## config.mk

```make
export PLATFORM = sky130hd
export DESIGN_NAME = funnel_dat_1_5
export DESIGN_NICKNAME = d
export VERILOG_FILES = /design/src/rtl/funnel_dat_1_5.sv
export SDC_FILE = /design/constraint.sdc
export NUM_CORES = 2
export LEC_CHECK = 0
export CORE_AREA = 4 4 608 610
export DETAILED_ROUTE_END_ITERATION = 6
export DIE_AREA = 0 0 612 614
export PLACE_DENSITY_LB_ADDON = 0.2
export SLEW_MARGIN = 20
export SYNTH_ARGS = -nofsm -noshare
export SYNTH_HDL_FRONTEND = slang
export SYNTH_SLANG_ARGS = --single-unit
```

## constraint.sdc

```tcl
create_clock -name clk -period 4.7 [get_ports clk]
set_clock_uncertainty 0.05 [all_clocks]
set_input_delay 1.175 -clock clk [delete_from_list [all_inputs] [get_ports clk]]
set_output_delay 1.175 -clock clk [all_outputs]
set_load 0.1 [all_outputs]
```

## src/rtl/funnel_dat_1_5.sv

```systemverilog
// rtl/funnel_dat_1_5.sv - serialises one 1024-bit word (eight slots) onto 1, 2 or 4 lanes over several beats
// Word captured into a local buffer in IDLE (or on the last beat), beats issued from it in SEND.
module funnel_dat_1_5 #(
   parameter int LANE_W = 128
) (
   input  logic                  clk,
   input  logic                  reset_n,
   input  logic [8*LANE_W-1:0]   t_0_dat,
   input  logic [7:0]            t_cfg_dat,
   input  logic                  t_0_req,
   output logic                  t_0_ack,
   output logic [LANE_W-1:0]     i_0_dat,
   output logic [LANE_W-1:0]     i_1_dat,
   output logic [LANE_W-1:0]     i_2_dat,
   output logic [LANE_W-1:0]     i_3_dat,
   output logic [7:0]            i_cfg_dat,
   output logic                  i_last,
   output logic                  i_req,
   input  logic                  i_ack
);

   typedef enum logic {IDLE, SEND} state_t;

   state_t                state, state_next;
   logic [8*LANE_W-1:0]   buf_q;
   logic [7:0]            cfg_q;
   logic [2:0]            k;
   logic [1:0]            lsh;
   logic [3:0]            lane_en;
   logic [2:0]            last_k;
   logic [2:0]            base;
   logic                  capture;
   logic [LANE_W-1:0]     slot [8];
   logic [LANE_W-1:0]     lane [4];

   // Unlisted reduct codes fall back to single-lane operation.
   always_comb begin
      lsh     = 2'd0;
      lane_en = 4'b0001;
      last_k  = 3'd7;
      case (cfg_q[2:0])
         3'd2: begin lsh = 2'd1; lane_en = 4'b0011; last_k = 3'd3; end
         3'd4: begin lsh = 2'd2; lane_en = 4'b1111; last_k = 3'd1; end
         default: ;
      endcase
   end

   assign i_req     = (state == SEND);
   assign i_last    = (state == SEND) && (k == last_k);
   assign t_0_ack   = (state == IDLE) || (i_last && i_ack);
   assign capture   = t_0_req && t_0_ack;
   assign i_cfg_dat = cfg_q;
   assign base      = k << lsh;

   always_comb begin
      for (int s = 0; s < 8; s++) begin
         slot[s] = buf_q[s*LANE_W +: LANE_W];
      end
      for (int j = 0; j < 4; j++) begin
         lane[j] = (i_req && lane_en[j]) ? slot[base + 3'(j)] : '0;
      end
   end

   assign i_0_dat = lane[0];
   assign i_1_dat = lane[1];
   assign i_2_dat = lane[2];
   assign i_3_dat = lane[3];

   always_comb begin
      state_next = state;
      if (capture) begin
         state_next = SEND;
      end else if (i_last && i_ack) begin
         state_next = IDLE;
      end
   end

   always_ff @(posedge clk or negedge reset_n) begin
      if (!reset_n) begin
         state <= IDLE;
      end else begin
         state <= state_next;
      end
   end

   // Counter only advances on a non-final accepted beat; the final beat reloads or idles.
   always_ff @(posedge clk or negedge reset_n) begin
      if (!reset_n) begin
         buf_q <= '0;
         cfg_q <= '0;
         k     <= '0;
      end else if (capture) begin
         buf_q <= t_0_dat;
         cfg_q <= t_cfg_dat;
         k     <= '0;
      end else if (i_req && i_ack && !i_last) begin
         k     <= k + 3'd1;
      end
   end

endmodule
```

# Word level (Yosys, flattened, before mapping)
# Index checks and enable logic that the tools add are counted.
[op_classes]
addsub = 4
order_cmp = 4
n_eq_ne = 3
n_shift = 1
muxes = 23
n_bitwise = 5
n_reduce_logical = 13
[op_table]
columns = ["operator", "count"]
rows = [
  ["128-bit binary-select mux with 3-bit select", 4],
  ["128-bit 2-to-1 mux", 12],
  ["4-bit >= comparator, second input constant", 4],
  ["3-bit inverter with 4-bit output", 4],
  ["1-bit logical AND", 9],
  ["4-bit case mux with 2 select lines", 1],
  ["3-bit by 1-bit adder with 3-bit output, second input constant", 2],
  ["3-bit by 2-bit adder with 3-bit output, second input constant", 2],
  ["3-bit 2-to-1 mux", 2],
  ["3-bit case mux with 2 select lines", 1],
  ["2-bit case mux with 2 select lines", 1],
  ["2-bit nonzero test", 2],
  ["3-bit by 2-bit == test with 1-bit output, second input constant", 1],
  ["3-bit == test", 1],
  ["3-bit == test, second input constant", 1],
  ["3-bit by 2-bit << shifter with 3-bit output", 1],
  ["1-bit 2-to-1 mux", 2],
  ["1-bit logical NOT", 1],
  ["1-bit logical OR", 1],
  ["1-bit inverter", 1],
]
[word_totals]
register_bits = 1036
inputBits = 1036
out_inout_bits = 523
wordCells = 57

# Depth between registers and ports, before layout
[depth]
word_depth = 9
ltp_mapped = 16
depth_no_buf = 10

# Worst setup path after synthesis
# OpenSTA, ideal clock, no wires.
[synth_path]
path_kind = "register to output"
from = "reg cfg_q[2], in the netlist i_cfg_dat[2]"
to = "out i_1_dat[100]"
arrival_ns = 5.561
required_ns = 3.475
setup_slack_ns = -2.086
stages_incl_launch_ff = 16
n_path_buf = 8
path_cell_list = "dfrtp_1 buf_4 xnor2_1 buf_2 o21ai_1 clkbuf_1 clkbuf_1 ha_1 buf_2 buf_2 nand2_1 clkbuf_1 clkbuf_1 o221ai_1 a2111o_1 a21oi_1"
[synth_between]
elab_chain_len = 9
elab_cells_between_ends = 12
classes_between = "add/sub (1); eq/ne (2); shift (1); mux (6); bitwise (1); reduce/logical (1)"
[synth_lines]
columns = ["item", "line", "source"]
rows = [
  ["from (decl)", "26", "logic [7:0] cfg_q;"],
  ["from (signal assigned)", "94", "cfg_q <= t_cfg_dat;"],
  ["3-bit == test or 3-bit by 2-bit == test with 1-bit output (tied branches)", "41", "case (cfg_q[2:0])"],
  ["2-bit case mux with 2 select lines", "41", ""],
  ["3-bit by 2-bit << shifter with 3-bit output", "53", "assign base = k << lsh;"],
  ["3-bit by 1-bit adder with 3-bit output", "60", "lane[j] = (i_req && lane_en[j]) ? slot[base + 3'(j)] : '0;"],
  ["3-bit inverter with 4-bit output (implied by the code)", "60", ""],
  ["128-bit binary-select mux with 3-bit select", "60", ""],
  ["128-bit 2-to-1 mux (implied by the code) (2 in series)", "60", ""],
  ["128-bit 2-to-1 mux *", "60", ""],
  ["to (decl)", "13", "output logic [LANE_W-1:0] i_1_dat,"],
]
# Every way passes the cells marked *; elsewhere a longest branch is shown, timed or not. The select of a mux whose other input is x is not followed.

# Worst setup path after layout
[layout_path]
from = "reg cfg_q[2], in the netlist i_cfg_dat[2]"
to = "out i_1_dat[0]"
# The elaborated chain is that of the path after synthesis.

==> results.yml <==
cells_and_area:
  seq_area_sq_um: 25940
  nNetsFinal: 10420
  final_layout_size_suffix_gt1_share_pct: 36.43
  final_common_cell: "mux2_2"
  area_growth_pct: 59.88
  mostFrequentLayoutCells: "mux2_2, clkdlybuf4s50_1, dfrtp_1"
  multiInputGateArea_sq_um: 50720
  fillers: 36360
  final_util_pct: 33.28
  final_cells: 14460
sta:
  grt_setup_unrepaired: "true"
  timing.hold.ws_ns: 0.3035
  finalHoldViolations: 0
  setup_tns_ns: -226.51
  slew_viol_final: 0
  relSlewSlack_pct: 26.33
  period_needed_ns: 5.378
  worstMarginPinSlew_ns: 1.291
  max_freq_mhz: 185.9
  post-route-period-util_pct: 114.4
  finalWorstSetupSlack_ns: -0.6781
  finalSetupViolCount: 514
routing:
  dr.pass1.iters: 7
  drc_errors: 18
  ant_nets: 0
  drt-initial-drc-count: 10090
  post_drt_wl_per_cell_microns: 35.92
  drt_wl_total_mm: 519.4
  viasPerCell: 5.765
  vias: 83380
floorplan:
  die_w_microns: 612
  die-height_microns: 614
  die_area_sq_um: 375800
  start_util_pct: 20.81
  io_pins: 1559
  rows: 222
  coreArea_sq_um: 364400
cts:
  path_clk_slew_ns: 0.06
  htree_levels: 4
  cts_buffers: 150
  tritoncts: "built"
  root_buffer: "clkbuf_16"
  clk_latency_ns: 0.85
  cts.path.max_buffers: 4
  cts_num_sinks: 1036
grt:
  grt_pass1_vias: 80130
  grt_usage_pct: 25.68
  grt_max_degree: 154
  grt_pass1_wl_mm: 688.5
  grt-ovfl-total: 0
  antenna_found_initial: 180
placement:
  hpwl_mm: 360.0
  port_buffers: 1558
  gp_congestion: 0.9176
  placedCellCount: 13750
status:
  status: "finished with violations"
  violations: "DRC, setup timing"
synthesis:
  synth_cell_types: 51
  synthTopCellsByArea: "dfrtp_1, mux2_2, mux2i_1"
  syn_inst: 7762
  syn_area_per_cell_sq_um: 9.772
  seq_area_frac_synth_pct: 34.18
  synth_top_area_share_pct: 34.18
  synth_ff_type: "dfrtp_1"
  async_flop_share_pct: 100.0
  synth_top_area_cell: "dfrtp_1"
  ys_seq_elements: 1036
  synth_edf_count: 0
  yosysWarnings: 0
  synthesis.area_sq_um: 75850
  syn_nets: 8801
worst_setup_path:
  cp.arrival_ns: 4.15
  worst-setup-path-type: "reg2out"
  worst-path-buf-inv: 7
  crit_chain: "a22o_4 > a21boi_4 > ha_4 > buf_12 > nand3_4 > buf_12 > buf_16 > buf_16 > buf_6 > buf_16 > o22ai_1 > a2111o_1 > a21oi_4 > buf_12"
  cpMaxStageDelayCell: "dfrtp_4"
  startpoint_type: "register"
  cp.required_ns: 3.47
  r2r_setup_slack_ns: 0.60
  worstSetupEndpointType: "output port"
  critical-path-top-delay-family: "compound AO/OA/AOI/OAI gates"
  critPathMaxFanout: 8
  max_stage_delay_ns: 0.55
run:
  maxCapViolCount: 0
hold_path:
  min_path_type: "in2async"
synth_stat cells, types with 116 or more instances:
master     count
clkbuf_1     662
and3_1       130
o21ai_0      621
o2111ai_1    207
o221ai_1     211
o22a_1       206
nor2_1       214
mux2_2      1314
nand2_1      210
o22ai_1      599
a221oi_1     116
a222oi_1     124
buf_2        119
dfrtp_1     1036
mux2_1       133
nor3_1       542
a2111o_1     208
a21oi_1      262
mux2i_1      463
layer usage:
layer / routed length [microns] / vias up / track usage, %
met1: 195100 / 42170 / 30.28
met4: 41070 / 48 / 17.56
met5: 332 / - / 0
met2: 242900 / 5303 / 42.16
met3: 40080 / 1309 / 4.978
li1: - / 34550 / -
worst paths after layout:
path,start,endpoint,depth (start not counted)
setup / recovery,i_cfg_dat[2],i_1_dat[0],14
hold / removal,reset_n,buf_q[122],1
max in group asynchronous,reset_n,buf_q[350],2
min in group clk,i_cfg_dat[5],i_cfg_dat[5],1
hold reg to reg,i_cfg_dat[5],i_cfg_dat[5],1
setup reg to reg,i_cfg_dat[2],buf_q[169],12
stage by stage:
stage | worst slack [ns] | area [sq um]
final | -0.6781 | 121300
after global routing | -0.8231 | 121200
after CTS | -0.7714 | 118700
after detailed placement | -0.1054 | 108600
after global placement | -0.1088 | 108700
after floorplan | -0.9549 | 80530
timing repair:
item,CTS,global route
pin swaps,248,133
setup buffers,145,58
hold buffers,0,0
endpoints found under the setup margin,512,514
gates cloned,62,42
gates resized for setup,413,161
area by class of cell:
type / instances / area share (%)
well taps: 4816 / 4.969
inverters: 9 / 0.03405
clock buffers: 204 / 3.562
clock inverters: 58 / 0.6572
multi-input cells: 5794 / 41.83
flip-flops and latches: 1036 / 21.39
diodes: 156 / 0.3219
repair buffers: 2389 / 27.24
state kept, by name (all words and copies together), names as in the netlist:
name	flops
buf_q	1024
i_cfg_dat	8
i_req	1
k	3
logic make-up after synthesis:
family                     count (synthesis)  synth area share (%)
xor gates and xnor gates                   3               0.03465
DFF                                     1036                 34.18
AOI/OAI and AO/OA                       2612                 24.66
muxes                                   1911                 27.62
adders and majority gates                  3               0.04949
buffers and inverters                    932                 5.388
and+or+nand+nor                         1265                 8.068
worst register-to-register path: stages (launching register included):
cell and delay, ns:
dfrtp_4 0.55, xnor2_4 0.19, buf_6 0.13, buf_4 0.13, buf_4 0.14, bufbuf_16 0.33
or3_1 0.39, a211o_1 0.40, o22ai_4 0.26, buf_12 0.22, buf_12 0.30, buf_12 0.38
mux2_2 0.50
Power is left out: the tool's default activity adds up to more than one toggle a clock period on the data nets, which glitch-free logic cannot reach.
